**config.mk**
```make
export PLATFORM = sky130hd
export DESIGN_NAME = tick_sched_ctrl
export DESIGN_NICKNAME = d
export VERILOG_FILES = /design/src/rtl/tick_sched_ctrl.sv
export SDC_FILE = /design/constraint.sdc
export NUM_CORES = 1
export LEC_CHECK = 0
export CAP_MARGIN = 20
export CORE_MARGIN = 3
export CORE_UTILIZATION = 55
export CTS_CLUSTER_DIAMETER = 100
export DETAILED_ROUTE_END_ITERATION = 8
export PLACE_DENSITY = 0.83
export SYNTH_ARGS = -nofsm -noshare
export SYNTH_HDL_FRONTEND = slang
export SYNTH_SLANG_ARGS = --single-unit
```
**constraint.sdc**
```tcl
create_clock -name clk -period 13.6 [get_ports clk]
set_input_delay 2.04 -clock clk [delete_from_list [all_inputs] [get_ports clk]]
set_output_delay 2.04 -clock clk [all_outputs]
set_load 0.01 [all_outputs]
```
**src/rtl/tick_sched_ctrl.sv**
```systemverilog
// tick_sched_ctrl: four independent divide-by-N tick/duty channels sharing one
// runtime configuration port.
//
// Ports:
//   clk        system clock
//   rst        synchronous, active-high reset
//   run        1 = channel counters advance, 0 = counters and sq hold, ticks suppressed
//   cfg_valid  configuration request valid (held until accepted)
//   cfg_ready  request can be accepted this cycle
//   cfg_sel    target channel of the request
//   cfg_div    new divisor (0 disables the channel)
//   cfg_now    1 = apply at once and restart the counter, 0 = apply at the next wrap
//   cfg_done   one-cycle pulse after the divisor has been applied
//   tick       per-channel one-cycle enable, period = divisor while run = 1
//   sq         per-channel duty output, high while count < floor(divisor / 2)
//
// Every output comes straight from a flop; nothing combinational reaches a pin.
module tick_sched_ctrl #(
  parameter int unsigned WIDTH = 27,
  parameter int unsigned DIV0  = 32,
  parameter int unsigned DIV1  = 3,
  parameter int unsigned DIV2  = 200,
  parameter int unsigned DIV3  = 0
) (
  input  logic             clk,
  input  logic             rst,
  input  logic             run,
  input  logic             cfg_valid,
  output logic             cfg_ready,
  input  logic [1:0]       cfg_sel,
  input  logic [WIDTH-1:0] cfg_div,
  input  logic             cfg_now,
  output logic             cfg_done,
  output logic [3:0]       tick,
  output logic [3:0]       sq
);

  localparam int unsigned NumCh = 4;

  typedef enum logic [1:0] {StIdle, StPend, StDone} state_e;

  state_e state_q, state_d;

  // Latched request payload.
  logic [1:0]       sel_q, sel_d;
  logic [WIDTH-1:0] new_div_q, new_div_d;
  logic             now_q, now_d;

  // Channel state.
  logic [WIDTH-1:0] div_q [NumCh];
  logic [WIDTH-1:0] div_d [NumCh];
  logic [WIDTH-1:0] cnt_q [NumCh];
  logic [WIDTH-1:0] cnt_d [NumCh];
  logic [3:0]       tick_q, tick_d;
  logic [3:0]       sq_q, sq_d;

  logic             cfg_ready_q, cfg_done_q;

  logic [3:0]       wrap;
  logic             apply;

  // A channel wraps on the edge where it is running, enabled and at its last count.
  always_comb begin
    wrap = '0;
    for (int i = 0; i < NumCh; i++) begin
      wrap[i] = run && (div_q[i] != '0) && (cnt_q[i] == div_q[i] - WIDTH'(1));
    end
  end

  // A pending request lands on an immediate request, on a disabled target (there is
  // no wrap to wait for), or on the target's wrap edge.
  assign apply = (state_q == StPend) && (now_q || (div_q[sel_q] == '0) || wrap[sel_q]);

  // Configuration FSM.
  always_comb begin
    state_d   = state_q;
    sel_d     = sel_q;
    new_div_d = new_div_q;
    now_d     = now_q;
    unique case (state_q)
      StIdle: begin
        if (cfg_valid) begin
          sel_d     = cfg_sel;
          new_div_d = cfg_div;
          now_d     = cfg_now;
          state_d   = StPend;
        end
      end
      StPend: begin
        if (apply) begin
          state_d = StDone;
        end
      end
      StDone: begin
        state_d = StIdle;
      end
      default: begin
        state_d = StIdle;
      end
    endcase
  end

  // Channel next-state, with the configuration apply layered on the selected channel.
  always_comb begin
    tick_d = '0;
    sq_d   = sq_q;
    for (int i = 0; i < NumCh; i++) begin
      div_d[i] = div_q[i];
      cnt_d[i] = cnt_q[i];
      if (div_q[i] == '0) begin
        cnt_d[i] = '0;
        sq_d[i]  = 1'b0;
      end else if (run) begin
        if (wrap[i]) begin
          cnt_d[i]  = '0;
          tick_d[i] = 1'b1;
        end else begin
          cnt_d[i] = cnt_q[i] + WIDTH'(1);
        end
        sq_d[i] = (cnt_d[i] < (div_q[i] >> 1));
      end

      if (apply && (int'(sel_q) == i)) begin
        div_d[i] = new_div_q;
        cnt_d[i] = '0;
        if (now_q || (div_q[i] == '0)) begin
          // Restart: no tick, duty low on the restart edge.
          tick_d[i] = 1'b0;
          sq_d[i]   = 1'b0;
        end else begin
          // Wrap apply keeps the wrap tick; duty follows the new divisor at count 0.
          sq_d[i] = ((new_div_q >> 1) != '0);
        end
      end
    end
  end

  always_ff @(posedge clk) begin
    if (rst) begin
      state_q     <= StIdle;
      sel_q       <= '0;
      new_div_q   <= '0;
      now_q       <= 1'b0;
      cfg_ready_q <= 1'b1;
      cfg_done_q  <= 1'b0;
      tick_q      <= '0;
      sq_q        <= '0;
      div_q[0]    <= WIDTH'(DIV0);
      div_q[1]    <= WIDTH'(DIV1);
      div_q[2]    <= WIDTH'(DIV2);
      div_q[3]    <= WIDTH'(DIV3);
      for (int i = 0; i < NumCh; i++) begin
        cnt_q[i] <= '0;
      end
    end else begin
      state_q     <= state_d;
      sel_q       <= sel_d;
      new_div_q   <= new_div_d;
      now_q       <= now_d;
      // Handshake outputs are registered copies of the next state decode.
      cfg_ready_q <= (state_d == StIdle);
      cfg_done_q  <= (state_d == StDone);
      tick_q      <= tick_d;
      sq_q        <= sq_d;
      for (int i = 0; i < NumCh; i++) begin
        div_q[i] <= div_d[i];
        cnt_q[i] <= cnt_d[i];
      end
    end
  end

  assign cfg_ready = cfg_ready_q;
  assign cfg_done  = cfg_done_q;
  assign tick      = tick_q;
  assign sq        = sq_q;

  // The done pulse is always followed by a return to idle.
  done_one_cycle: assert property (@(posedge clk) disable iff (rst) cfg_done |=> !cfg_done);
  ready_done_excl: assert property (@(posedge clk) disable iff (rst) !(cfg_ready && cfg_done));

endmodule

```
==> metrics.md <==
| Metric | Value |
|---|---|
| Row count | 68 |
| DIE AREA | 37440 um^2 |
| Skew-Pair Late Insertion Delay | 0.58 ns |
| Post-route cell area | 20810 um^2 |
| Sequential fraction of the synthesis area | 26.92% |
| Core Area | 34630 um^2 |
| #FFs+latches synth | 260 |
| Leakage | 8.505 nW |
| Predominant post-synthesis flop cell | dfxtp_1 |
| Worst Path Buf+Inv | 3 |
| Synth cell count leaders | nor2_1, dfxtp_1, nand2_1 |
| Dpl cells | 2884 |
| Slew HR | 25.62% |
| GRT overflow | 0 |
| Post-route ant nets | 0 |
| TritonCTS Buffers | 28 |
| Port bufs | 43 |
| Cells after Synth | 2544 |
| Post-CTS Resized | 0 |
| Simple-gate portion of the synthesized area | 27.81% |
| Most common cell in the netlist | nor2_1 |
| Largest net degree at the start of global routing | 66 |
| Async S/R FF share, synth | 0% |
| CP endpoint | sq[2]$_SDFFE_PP0P_ |
| Total power | 1.759 mW |
| TritonCTS clock tree | done |
| GPL Wtd Cong | 0.9345 |
| Clock-pin slew on the worst setup and hold paths | 0.06 ns |
| Final Util | 60.10% |
| R2R Path End | sq[3]$_SDFFE_PP0P_ |
| Hpwl dp | 40960 um |
| Critical Path Stages | 19 |
| Die H | 193.5 um |
| Vias after detailed routing | 18179 |
| Critical Path AT | 7.31 ns |
| Tmin final | 6.833 ns |
| Crit path required time | 14.08 ns |
| Fmax | 146.3 MHz |
| FF+latch area | 5205 um^2 |
| Vias per cell | 6.190 |
| Clock root cell | clkbuf_16 |
| # Max-Cap Violations | 0 |
| Die Span X | 193.5 um |
| Reg-to-reg slack, setup | 6.96 ns |
| Worst path max stage delay | 0.80 ns |
| Crit path kind | in -> reg |
| Num Clock Sinks | 260 |
| Clk_skew | 0.02237 ns |
| Peak fanout along the critical path | 36 |
| Vias in the first global route | 17184 |
| Pwr dens | 84.51 nW/um^2 |
| Drt wl/cell | 19.03 um |
| Overall Global Routing Usage | 28.51% |
| Filler Cell Count | 3065 |
| Antenna Cells | 0 |
| Worst Hold Class | reg -> reg |
| Reg2Reg Depth | 20 |
| DRT iter0 DRCs | 1688 |
| Fin. max-slew vios | 0 |
| Drt pass-1 iters | 5 |
| First-pass GRT wire length | 89780 um |
| Nets | 2608 |
| Final-report hold violation count | 0 |
| Multi-input gate area | 12910 um^2 |
| Startpoint types | input pin |
| Mux cell area share after synthesis | 6.762% |
| WHS | 0.5153 ns |
| Crit path cell chain | buf_4, inv_2, a311o_1, a2111oi_0, nand4_1, nor4_4, buf_4, nor2_1, ha_1, a21o_1, a21o_1, a21oi_1, o21ai_0, a221o_1, a2111oi_0, o21ai_0, a21oi_1, nor3_1, o32ai_1 |
| Setup Viol. Count Final | 0 |
| Yosys top cell area share | 26.92% |
| RSZ-0062 raised after global routing | false |
| Antenna violations before repair | 0 |
| Setup TNS | 0 ns |
| Final period utilization | 50.24% |
| Top cell family by delay on the critical path | compound AO/OA/AOI/OAI gates |
| Largest cells by area after synthesis | dfxtp_1, ha_1, xnor2_1, nor2_1, mux2i_1 |
| Fraction of final layout cells sized beyond drive strength 1 | 5.238% |
| Post-Synth XOR/XNOR Area | 10.64% |
| Cell taking the most area after synthesis | dfxtp_1 |
| Synth Area in Adders | 7.247% |
| DP Area | 19770 um^2 |
| Synth Warn # | 0 |
| EDFF count, synth | 0 |
| H-tree depth | 1 |
| Synth Net Count | 2690 |
| Final non-filler cell total | 2937 |
| Crit. Startpoint | run |
| Worst Tran Pin Value | 1.105 ns |
| RR Startpoint | div_q[3][8]$_SDFFE_PP0P_ |
| Setup Fix Bufs, Post-CTS | 0 |
| # hold bufs at CTS | 0 |
| Critical-path top delay cell | nor4_4 |
| Status | complete, no violations |
| Pre-CTS WS | 6.238 ns |
| Synthesized area | 19340 um^2 |
| CP Capture Type | flop |
| Clk buf depth | 3 |
| I/O Pins | 44 |
| Largest family of logic cells by synthesized area | simple AND/OR/NAND/NOR gates |
| Post-synthesis compound-gate area fraction | 14.22% |
| Netlist cell types | 83 |
| DRC viols | 0 |
| Area growth syn-to-layout | 7.623% |
| Starting Density | 55.84% |
| DRT Wirelength | 55890 um |
| Syn avg cell area | 7.601 um^2 |
| PnR worst setup slack | 6.767 ns |
| IR Drop Worst-Case VDD | 0.0001221 V |
[layer usage]
| metal | vias up | share of wire (%) | track usage [%] |
|---|---|---|---|
| li1 | 8738 | - | - |
| met1 | 8579 | 44 | 38.63 |
| met2 | 704 | 45 | 45.97 |
| met3 | 158 | 7.5 | 3.988 |
| met4 | 0 | 4.3 | 11.38 |
| met5 | - | 0 | 0 |
[tightest hold or removal path: stages, from the launching register on]
cell and delay (ns):
dfxtp_1 0.34, nand2_1 0.07, a21oi_1 0.05
[final cells by class]
| cell class | count | share of cell area, % |
|---|---|---|
| clock buffers | 36 | 3.806 |
| inverters | 131 | 2.363 |
| flip-flops and latches | 260 | 25.01 |
| clock inverters | 14 | 0.8658 |
| multi-input cells | 1973 | 62.04 |
| repair buffers | 68 | 3.175 |
| well taps | 455 | 2.736 |
[logic make-up (layout without fill, tap and decap cells)]
group           after synthesis  in the layout
compound gates              432            432
xor+xnor                    235            235
fa+ha+maj                   112            112
buf+inv                     311            249
flops                       260            260
mux                         130            130
simple gates               1064           1064
[flip-flops by register name, indices dropped and copies added, names as in the netlist, named ones only]
signal / count
state_q: 2
div_q: 108
cnt_q: 108
new_div_q: 27
sq: 4
cfg_ready: 1
now_q: 1
sel_q: 2
cfg_done: 1
tick: 4
[placed cells by master (no fill, tap or decap), drive strengths merged, types with 13 or more instances in the layout]
cell	netlist	final
a211oi	19	19
a21o	25	25
a21oi	157	157
and3	49	49
and4	19	19
buf	41	27
clkbuf	139	36
clkdlybuf4s50	0	41
dfxtp	260	260
ha	112	112
inv	131	131
mux2i	125	125
nand2	206	206
nand2b	16	16
nand3	77	77
nand3b	32	32
nand4	50	50
nor2	347	347
nor2b	29	29
nor3	76	76
nor3b	13	13
nor4	59	59
o211ai	18	18
o21ai	105	105
or3	24	24
or4	23	23
xnor2	150	150
xor2	85	85
[report_power, final]
group	total (mW)	leakage, nW	switching, mW	internal [mW]
sequential	0.805	2.10	0.0304	0.774
clock	0.811	0.470	0.326	0.484
combinational	0.143	5.93	0.0864	0.0569
total	1.76	8.50	0.443	1.32
[how the worst min path moves through the flow]
stage,startpoint,to,slack [ns],depth (start not counted)
after global routing,cnt_q[2][26]$_SDFFE_PP0P_,cnt_q[2][26]$_SDFFE_PP0P_,0.55,2
after CTS,cnt_q[2][26]$_SDFFE_PP0P_,cnt_q[2][26]$_SDFFE_PP0P_,0.51,2
final,cnt_q[2][26]$_SDFFE_PP0P_,cnt_q[2][26]$_SDFFE_PP0P_,0.52,2
after detailed placement,cnt_q[2][26]$_SDFFE_PP0P_,cnt_q[2][26]$_SDFFE_PP0P_,0.50,2
after floorplan,state_q[0]$_SDFF_PP0_,cfg_ready$_SDFF_PP1_,0.46,1
after global placement,cnt_q[2][26]$_SDFFE_PP0P_,cnt_q[2][26]$_SDFFE_PP0P_,0.49,2
(Power assumes the default switching activity.)
